===== src/rtl/munoc_activity_sample_scheduler_pkg.sv =====
`default_nettype none
// ============================================================================
// Module   : munoc_activity_sample_scheduler_pkg
// Brief    : Shared FSM state encodings and index-width helper for the
//            activity sample scheduler.
// Revision : 1.0  initial release
// ============================================================================
package munoc_activity_sample_scheduler_pkg;

    // Scheduler states
    localparam logic [1:0] c_ST_IDLE   = 2'd0;
    localparam logic [1:0] c_ST_SELECT = 2'd1;
    localparam logic [1:0] c_ST_SAMPLE = 2'd2;
    localparam logic [1:0] c_ST_REPORT = 2'd3;

    // Channel index width: max(1, clog2(n)) so a single channel still gets a bit
    function automatic int ch_idx_width(input int n);
        return (n > 1) ? $clog2(n) : 1;
    endfunction

endpackage
`default_nettype wire


===== src/rtl/munoc_activity_sample_scheduler_if.sv =====
`default_nettype none
// ============================================================================
// Module   : munoc_activity_sample_scheduler_if
// Brief    : Result valid/ready port of the activity sample scheduler.
//            master = scheduler (producer), slave = consumer.
// Revision : 1.0  initial release
// ============================================================================
interface munoc_activity_sample_scheduler_if #(
    parameter int BW_CH_IDX = 2,
    parameter int BW_LEVEL  = 4
);
    logic                 result_valid;
    logic                 result_ready;
    logic [BW_CH_IDX-1:0] result_ch;
    logic [BW_LEVEL-1:0]  result_level;
    logic                 result_lost;

    modport master (
        output result_valid,
        output result_ch,
        output result_level,
        output result_lost,
        input  result_ready
    );

    modport slave (
        input  result_valid,
        input  result_ch,
        input  result_level,
        input  result_lost,
        output result_ready
    );
endinterface
`default_nettype wire


===== src/rtl/munoc_activity_window_counter.sv =====
`default_nettype none
// ============================================================================
// Module   : munoc_activity_window_counter
// Brief    : Window counter plus saturating busy counter for one sampling
//            window of 2^BW_WINDOW cycles. 'last' flags the final window
//            cycle; 'level' is the quantised count including the current
//            cycle's busy sample, so it can be captured on the 'last' cycle.
// Revision : 1.0  initial release
// ============================================================================
module munoc_activity_window_counter #(
    parameter int BW_WINDOW = 10,
    parameter int BW_LEVEL  = 4
) (
    input  wire logic                clk,
    input  wire logic                rst,
    input  wire logic                clear,
    input  wire logic                run,
    input  wire logic                busy,
    output logic                     last,
    output logic [BW_LEVEL-1:0]      level
);

    logic [BW_WINDOW-1:0] r_win_cnt;
    logic [BW_WINDOW-1:0] r_busy_cnt;
    logic [BW_WINDOW-1:0] w_busy_nxt;

    // Next busy count: count busy cycles, hold at all-ones (a fully busy window overflows by one)
    always_comb begin
        w_busy_nxt = r_busy_cnt;
        if (run && busy && (r_busy_cnt != '1)) begin
            w_busy_nxt = r_busy_cnt + BW_WINDOW'(1);
        end
    end

    assign last  = run && (r_win_cnt == '1);
    assign level = w_busy_nxt[BW_WINDOW-1 -: BW_LEVEL];

    // Counters advance only while the window runs; cleared before each new window
    always_ff @(posedge clk) begin
        if (rst || clear) begin
            r_win_cnt  <= '0;
            r_busy_cnt <= '0;
        end else if (run) begin
            r_win_cnt  <= r_win_cnt + BW_WINDOW'(1);
            r_busy_cnt <= w_busy_nxt;
        end
    end

endmodule
`default_nettype wire


===== src/rtl/munoc_activity_sample_scheduler.sv =====
`default_nettype none
// ============================================================================
// Module   : munoc_activity_sample_scheduler
// Brief    : Time-multiplexes one windowed activity sampler across NUM_CH
//            NoC channels in round-robin order and reports a quantised
//            utilisation level per channel on a valid/ready port.
//            Optional macro MUNOC_ACTIVITY_OVERWRITE_EN: results go to an
//            output register that is overwritten when not consumed, so
//            sampling never stalls; result_lost flags each overwrite.
// Revision : 1.0  initial release
// ============================================================================
module munoc_activity_sample_scheduler
    import munoc_activity_sample_scheduler_pkg::*;
#(
    parameter  int NUM_CH    = 4,
    parameter  int BW_WINDOW = 10,
    parameter  int BW_LEVEL  = 4,
    localparam int BW_CH_IDX = ch_idx_width(NUM_CH)
) (
    input  wire logic                   clk,
    input  wire logic                   rst,
    input  wire logic                   enable,
    input  wire logic [NUM_CH-1:0]      ch_mask,
    input  wire logic [NUM_CH-1:0]      busy_vec,
    munoc_activity_sample_scheduler_if.master res_if,
    output logic                        sampling,
    output logic [BW_CH_IDX-1:0]        active_ch
);

    logic [1:0]           r_state;
    logic [BW_CH_IDX-1:0] r_active_ch;
    logic [BW_CH_IDX-1:0] r_last_done;
    logic                 r_result_valid;
    logic [BW_CH_IDX-1:0] r_result_ch;
    logic [BW_LEVEL-1:0]  r_result_level;

    logic                 w_any;
    logic                 w_run;
    logic                 w_clear;
    logic                 w_last;
    logic                 w_accept;
    logic [BW_LEVEL-1:0]  w_level;
    logic                 w_hi_ok;
    logic [BW_CH_IDX-1:0] w_hi_ch;
    logic                 w_lo_ok;
    logic [BW_CH_IDX-1:0] w_lo_ch;
    logic                 w_pick_ok;
    logic [BW_CH_IDX-1:0] w_pick_ch;

    assign w_any    = |ch_mask;
    // Dropping enable mid-window aborts it, so the counters must not advance then
    assign w_run    = (r_state == c_ST_SAMPLE) && enable;
    assign w_clear  = (r_state == c_ST_SELECT);
    assign w_accept = r_result_valid && res_if.result_ready;

    munoc_activity_window_counter #(
        .BW_WINDOW (BW_WINDOW),
        .BW_LEVEL  (BW_LEVEL)
    ) u_win (
        .clk   (clk),
        .rst   (rst),
        .clear (w_clear),
        .run   (w_run),
        .busy  (busy_vec[r_active_ch]),
        .last  (w_last),
        .level (w_level)
    );

    // Round-robin pick: lowest set bit above last_done, else wrap to lowest set bit
    always_comb begin
        w_hi_ok = 1'b0;
        w_hi_ch = '0;
        w_lo_ok = 1'b0;
        w_lo_ch = '0;
        for (int i = NUM_CH - 1; i >= 0; i--) begin
            if (ch_mask[i]) begin
                if (BW_CH_IDX'(i) > r_last_done) begin
                    w_hi_ok = 1'b1;
                    w_hi_ch = BW_CH_IDX'(i);
                end else begin
                    w_lo_ok = 1'b1;
                    w_lo_ch = BW_CH_IDX'(i);
                end
            end
        end
        w_pick_ok = w_hi_ok || w_lo_ok;
        w_pick_ch = w_hi_ok ? w_hi_ch : w_lo_ch;
    end

    // Scheduler FSM: IDLE -> SELECT -> SAMPLE -> (REPORT) -> SELECT/IDLE
    always_ff @(posedge clk) begin
        if (rst) begin
            r_state     <= c_ST_IDLE;
            r_active_ch <= '0;
            r_last_done <= BW_CH_IDX'(NUM_CH - 1);
        end else begin
            case (r_state)
                c_ST_IDLE: begin
                    if (enable && w_any) begin
                        r_state <= c_ST_SELECT;
                    end
                end
                c_ST_SELECT: begin
                    if (enable && w_pick_ok) begin
                        r_active_ch <= w_pick_ch;
                        r_state     <= c_ST_SAMPLE;
                    end else begin
                        r_state <= c_ST_IDLE;
                    end
                end
                c_ST_SAMPLE: begin
                    // An aborted window leaves last_done alone so the same channel is retried
                    if (!enable) begin
                        r_state <= c_ST_IDLE;
                    end else if (w_last) begin
                        r_last_done <= r_active_ch;
`ifdef MUNOC_ACTIVITY_OVERWRITE_EN
                        r_state     <= c_ST_SELECT;
`else
                        r_state     <= c_ST_REPORT;
`endif
                    end
                end
                c_ST_REPORT: begin
                    if (w_accept) begin
                        r_state <= (enable && w_any) ? c_ST_SELECT : c_ST_IDLE;
                    end
                end
                default: begin
                    r_state <= c_ST_IDLE;
                end
            endcase
        end
    end

    // Result register: loaded at window end, cleared when consumed
    always_ff @(posedge clk) begin
        if (rst) begin
            r_result_valid <= 1'b0;
            r_result_ch    <= '0;
            r_result_level <= '0;
        end else if (w_last) begin
            r_result_valid <= 1'b1;
            r_result_ch    <= r_active_ch;
            r_result_level <= w_level;
        end else if (w_accept) begin
            r_result_valid <= 1'b0;
        end
    end

`ifdef MUNOC_ACTIVITY_OVERWRITE_EN
    logic r_result_lost;

    // Loss pulse: an unconsumed result is replaced; a same-cycle accept is not a loss
    always_ff @(posedge clk) begin
        if (rst) begin
            r_result_lost <= 1'b0;
        end else begin
            r_result_lost <= w_last && r_result_valid && !res_if.result_ready;
        end
    end

    assign res_if.result_lost = r_result_lost;
`else
    assign res_if.result_lost = 1'b0;
`endif

    assign res_if.result_valid = r_result_valid;
    assign res_if.result_ch    = r_result_ch;
    assign res_if.result_level = r_result_level;
    assign sampling            = (r_state == c_ST_SAMPLE);
    assign active_ch           = r_active_ch;

endmodule
`default_nettype wire


===== src/flat_wrapper.sv =====
// flat-port wrapper written by rule: the top's interface ports become plain ports
module munoc_activity_sample_scheduler_flat import munoc_activity_sample_scheduler_pkg::*;
#(
    parameter  int NUM_CH    = 4,
    parameter  int BW_WINDOW = 10,
    parameter  int BW_LEVEL  = 4,
    localparam int BW_CH_IDX = ch_idx_width(NUM_CH)
)
  (clk, rst, enable, ch_mask, busy_vec, sampling, active_ch, res_if_result_valid, res_if_result_ch, res_if_result_level, res_if_result_lost, res_if_result_ready);
  munoc_activity_sample_scheduler_if #(.BW_CH_IDX(2), .BW_LEVEL(BW_LEVEL)) res_if_i ();
  input  wire logic clk;
  input  wire logic rst;
  input  wire logic enable;
  input  wire logic [NUM_CH-1:0] ch_mask;
  input  wire logic [NUM_CH-1:0] busy_vec;
  output logic sampling;
  output logic [BW_CH_IDX-1:0] active_ch;
  output wire logic [$bits(res_if_i.result_valid)-1:0] res_if_result_valid;
  output wire logic [$bits(res_if_i.result_ch)-1:0] res_if_result_ch;
  output wire logic [$bits(res_if_i.result_level)-1:0] res_if_result_level;
  output wire logic [$bits(res_if_i.result_lost)-1:0] res_if_result_lost;
  input wire logic [$bits(res_if_i.result_ready)-1:0] res_if_result_ready;
  assign res_if_result_valid = res_if_i.result_valid;
  assign res_if_result_ch = res_if_i.result_ch;
  assign res_if_result_level = res_if_i.result_level;
  assign res_if_result_lost = res_if_i.result_lost;
  assign res_if_i.result_ready = res_if_result_ready;
  munoc_activity_sample_scheduler #(.NUM_CH(NUM_CH), .BW_WINDOW(BW_WINDOW), .BW_LEVEL(BW_LEVEL)) u_core (.clk(clk), .rst(rst), .enable(enable), .ch_mask(ch_mask), .busy_vec(busy_vec), .res_if(res_if_i), .sampling(sampling), .active_ch(active_ch));
endmodule

===== config.mk =====
export PLATFORM = sky130hd
export DESIGN_NAME = munoc_activity_sample_scheduler_flat
export DESIGN_NICKNAME = d
export VERILOG_FILES = /design/src/rtl/munoc_activity_sample_scheduler_pkg.sv /design/src/rtl/munoc_activity_sample_scheduler_if.sv /design/src/rtl/munoc_activity_window_counter.sv /design/src/rtl/munoc_activity_sample_scheduler.sv /design/src/flat_wrapper.sv
export SDC_FILE = /design/constraint.sdc
export NUM_CORES = 1
export LEC_CHECK = 0
export BUFFER_PORTS_ARGS = -buffer_cell sky130_fd_sc_hd__buf_2
export CELL_PAD_IN_SITES_DETAIL_PLACEMENT = 1
export CELL_PAD_IN_SITES_GLOBAL_PLACEMENT = 1
export CORE_MARGIN = 2
export CORE_UTILIZATION = 42
export CTS_BUF_LIST = sky130_fd_sc_hd__clkbuf_16
export CTS_CLUSTER_SIZE = 40
export DETAILED_ROUTE_END_ITERATION = 8
export HOLD_SLACK_MARGIN = 0.15
export PLACE_DENSITY = 0.74
export SYNTH_ARGS = -nofsm -noshare
export SYNTH_HDL_FRONTEND = slang
export SYNTH_SLANG_ARGS = --single-unit
export TNS_END_PERCENT = 20

===== constraint.sdc =====
create_clock -name clk -period 1.98 [get_ports clk]
set_input_delay 0.099 -clock clk [delete_from_list [all_inputs] [get_ports clk]]
set_output_delay 0.099 -clock clk [all_outputs]
set_load 0.02 [all_outputs]

* After elaboration in Yosys (flattened, before gate mapping)
Index checks and enable logic that the tools add are counted. W data, S select, Z words.
Storage, ports and cells: logic and storage cells 85, bits of input ports 12, register bits after elaboration 33, output and inout port bits 11
Operators by class: order comparisons 5, muxes and demuxes 45, equality and inequality tests 8, add/sub/neg operators 2, reductions and logical operators 16
Operator list (count):
- $mux W2 | 22
- $add A10 B1 Y10 const B | 2
- $mux W1 | 20
- $eq A10 B10 Y1 const B | 1
- $mux W10 | 1
- $ne A10 B10 Y1 const B | 1
- $pmux W2 S4 | 1
- $logic_and A1 B1 Y1 | 7
- $reduce_and A3 Y1 | 2
- $eq A2 B2 Y1 const B | 2
- $gt A1 B2 Y1 const A | 2
- $gt A2 B2 Y1 const A | 2
- $ne A2 B1 Y1 const B | 2
- $reduce_and A2 Y1 | 2
- $reduce_or A4 Y1 | 1
- $lt A2 B3 Y1 const B | 1
- $ne A3 B2 Y1 const B | 1
- $bmux W1 S2 | 1
- $eq A2 B1 Y1 const B | 1
- $logic_not A2 Y1 | 1
- $logic_or A1 B1 Y1 | 2
- $reduce_bool A2 Y1 | 1

* Longest topological paths before layout
word-level depth 13, depth in mapped cells 6, gate-level depth less buffers 5

* Cells and area by module
Synthesis repeated with hierarchy kept, for this count alone.
Second synthesis, totals: cells, all modules 182, area, all modules 1617.8 um2
By module, submodules not included:
- munoc_activity_window_counter | cells an instance 110, instances 1, area each 979.7 um2, sequential area each 400.4 um2
- munoc_activity_sample_scheduler | cells an instance 72, instances 1, area each 638.1 um2, sequential area each 260.2 um2

* Worst setup path before layout
Ideal clock, no wire load.
kind reg2reg, start point reg u_core.u_win.r_busy_cnt[0], end point reg u_core.u_win.r_busy_cnt[5], data arrival time 1.649 ns, path buffers 1, slack 0.261 ns, cell stages (with the launch flop) 7, data required time 1.910 ns, setup time 0.070 ns, period minus slack after synthesis 1.719 ns, path through dfxtp_1 > ha_1 > and3_1 > and4_1 > clkbuf_1 > or4_1 > a21oi_1
Between the ends: word-level cells in the longest chain between the ends 3, elaborated cells on any way between the ends 4, classes of those cells add/sub (1); eq/ne (1); reduce/logical (2)
Ends and longest elaborated chain:
- start: declaration | line munoc_activity_window_counter.sv:24 | logic [BW_WINDOW-1:0] r_busy_cnt;
- start signal: assignment | line munoc_activity_window_counter.sv:45 | r_busy_cnt <= w_busy_nxt;
- branches (longest 3 deep; another with $add A10 B1 Y10)
Several ways; the timed one is not identified. A chain may end at the register's enable or synchronous reset.

* Worst setup path after layout
Same ends and word-level chain as after synthesis.

==> flow_metrics.env <==
export IMPL_outcome="finished clean"
export IMPL_fin_crit_ns=1.80
export IMPL_syn_area_per_cell_um2=8.63
export IMPL_portBuffers=21
export IMPL_place_ws_ns=0.180
export IMPL_final_util_pct=52.2
export IMPL_htree_levels=2
export IMPL_holdPathStages=2
export IMPL_cts_tree="built"
export IMPL_timing_critical_path_required_ns=2.18
export IMPL_grt_overflow=0
export IMPL_grtUsageTotal_pct=20.7
export IMPL_yosysUniqueCellTypes=51
export IMPL_setup_ws_ns=0.178
export IMPL_post_cts_resized=0
export IMPL_setup_tns_final_ns=0
export IMPL_pin_count=23
export IMPL_ys_ff_latch=33
export IMPL_finalMaxSlewViolations=0
export IMPL_initial_core_util_pct=44.2
export IMPL_rsz0062_at_grt="false"
export IMPL_insertion_delay_ns=0.27
export IMPL_endpoint_kind="flop"
export IMPL_fp_coreArea_mm2=0.00369
export IMPL_cts_root_buf="clkbuf_16"
export IMPL_vdd_ir_drop_worst_mv=0.500
export IMPL_cp_max_fo=10
export IMPL_viasPerCell=5.76
export IMPL_grt_start_max_net_pins=19
export IMPL_leakage_nw=0.704
export IMPL_whs_ns=0.209
export IMPL_ys_flop_type="dfxtp_1"
export IMPL_clock_sinks=33
export IMPL_cap_violations=0
export IMPL_wl_per_cell_um=16.0
export IMPL_num_vias=1509
export IMPL_die_h_um=66.3
export IMPL_reg2reg_to="u_core.u_win.r_busy_cnt[5]"
export IMPL_diodes=0
export IMPL_synthArstFlopShare_pct=0
export IMPL_die_w_um=66.3
export IMPL_power_density_mw_per_mm2=765
export IMPL_finalWirelength_um=4200
export IMPL_hold_viol=0
export IMPL_grt_pass1_vias=1515
export IMPL_num_rows=22
export IMPL_drc=0
export IMPL_finClkSkew_ns=0.00332
export IMPL_syn_inst=189
export IMPL_seq_area_frac_synth_pct=40.5
export IMPL_worstRegToRegCells=5
export IMPL_reg2reg_slack_ns=0.18
export IMPL_slew_headroom_pct=65.4
export IMPL_final_common_cell="dfxtp_1"
export IMPL_arrival_ns=2.00
export IMPL_firstDrtPassIters=4
export IMPL_antenna_found_initial=0
export IMPL_cts_hold_buf=1
export IMPL_drt_iter0_drc=95
export IMPL_hpwl_um=3220
export IMPL_hp_start="rst"
export IMPL_crit_type="flop to flop"
export IMPL_gp_congestion=0.752
export IMPL_max_freq_mhz=555
export IMPL_min_to="u_core.active_ch[1]"
export IMPL_yosysWarnings=0
export IMPL_fill_cells=472
export IMPL_dieArea_mm2=0.00440
export IMPL_grt_pass1_wl_um=6990
export IMPL_ant_nets=0
export IMPL_start_kind="flop"
export IMPL_layout_common_cells="dfxtp_1, buf_2, a21oi_1"
export IMPL_numCtsBuffers=5
export IMPL_final_nets=227
export IMPL_synth_edf_count=0
export IMPL_areaGrowthSynthToFinish_pct=17.9
export IMPL_dp_cells=253
export IMPL_syn_area_mm2=0.00163
export IMPL_tightest_slew_ns=0.513
export IMPL_setup_viol=0
export IMPL_syn_num_nets=203
export IMPL_drive_gt1_share_pct=17.8
export IMPL_path_clk_slew_ns=0.05
export IMPL_fin_cells=262
export IMPL_post_cts_buffers=0
export IMPL_r2r_start="u_core.u_win.r_busy_cnt[0]"
export IMPL_hp_class="input pin to flop"
export IMPL_fin_crit_sh_pct=91.0
export IMPL_cts_buffer_depth=2
## synth_stat cells, types with 2 or more instances
| cell | count | area share, % |
|---|---|---|
| and4_1 | 2 | 1.1 |
| nand2b_1 | 6 | 2.3 |
| o21ai_0 | 6 | 1.8 |
| a21oi_1 | 19 | 5.8 |
| o21a_1 | 3 | 1.4 |
| nand4_1 | 5 | 1.9 |
| o31ai_1 | 3 | 1.4 |
| or4_1 | 5 | 2.3 |
| buf_4 | 2 | 0.92 |
| o21bai_1 | 2 | 0.92 |
| clkbuf_1 | 4 | 0.92 |
| ha_1 | 2 | 1.5 |
| xor2_1 | 2 | 1.1 |
| a31oi_1 | 2 | 0.77 |
| nor2_1 | 13 | 3.0 |
| dfxtp_1 | 33 | 40 |
| xnor2_1 | 6 | 3.2 |
| nand3b_1 | 2 | 0.92 |
| or3_1 | 5 | 1.9 |
| nand3_1 | 8 | 2.5 |
| nand2_1 | 18 | 4.1 |
| inv_1 | 2 | 0.46 |
| nor2b_1 | 2 | 0.77 |
| nor4_1 | 4 | 1.5 |
| and3_1 | 3 | 1.2 |
| nor3_1 | 5 | 1.5 |
## metal layers
metal / global-route usage (%) / share of wire (%)
met1: 24.2 / 44
met2: 38.4 / 53
met3: 4.09 / 2.3
met4: 4.59 / 0.55
met5: 0 / 0
## per-stage QoR
step / total power [W] / instance area (µm²)
after CTS: 0.00149 / 1920
after detailed placement: 0.000771 / 1780
after floorplan: 0.000739 / 1630
final: 0.00147 / 1920
after global routing: 0.00154 / 1920
after global placement: 0.000766 / 1780
## final cells by class
class,instances,area (µm²),area share (%)
clock buffers,5,125,6.50
clock inverters,3,12.5,0.650
inverters,2,7.51,0.390
multi-input cells,145,913,47.5
flip-flops and latches,33,661,34.3
well taps,48,60.1,3.12
repair buffers,26,145,7.54
## worst max-delay path by stage
stage                                     from                       endpoint  slack [ns]  depth (start not counted)
CTS                  u_core.u_win.r_win_cnt[0]  u_core.res_if.result_level[0]        0.17                          4
detailed placement  u_core.u_win.r_busy_cnt[0]     u_core.u_win.r_busy_cnt[5]        0.18                          5
global route        u_core.u_win.r_busy_cnt[0]     u_core.u_win.r_busy_cnt[5]        0.08                          5
floorplan           u_core.u_win.r_busy_cnt[0]     u_core.u_win.r_busy_cnt[5]        0.26                          6
global placement     u_core.u_win.r_win_cnt[0]  u_core.res_if.result_level[0]        0.27                          4
finish              u_core.u_win.r_busy_cnt[0]     u_core.u_win.r_busy_cnt[5]        0.18                          5
## flip-flops by register name, indices dropped and copies added, names as in the netlist
name                        count
u_core.r_last_done              2
u_core.res_if.result_level      4
u_core.r_state                  2
u_core.active_ch                2
u_core.res_if.result_ch         2
u_core.u_win.r_busy_cnt        10
u_core.u_win.r_win_cnt         10
u_core.res_if.result_valid      1
## power breakdown
group          leakage [nW]  total [W]  switching, W  internal (W)
Sequential            0.266   0.000678    0.00000784      0.000670
Combinational         0.369  0.0000809     0.0000485     0.0000323
Clock                0.0687   0.000713      0.000259      0.000454
Total                 0.704    0.00147      0.000316       0.00116
## critical path, cell delays in order (launching register included)
cell and delay (ns):
dfxtp_1 0.34, ha_1 0.24, and3_1 0.21, and4_1 0.30, or4_1 0.49, a21oi_1 0.15
## cells by family after synthesis
| group | share of synthesized area (%) |
|---|---|
| other | 0.230 |
| xor gates and xnor gates | 4.29 |
| and+or+nand+nor | 30.1 |
| AOI/OAI and AO/OA | 17.8 |
| muxes | 2.07 |
| buffers and inverters | 3.53 |
| adders and majority gates | 1.53 |
| DFF | 40.5 |
Note: power is estimated with default switching activity, not from simulation.
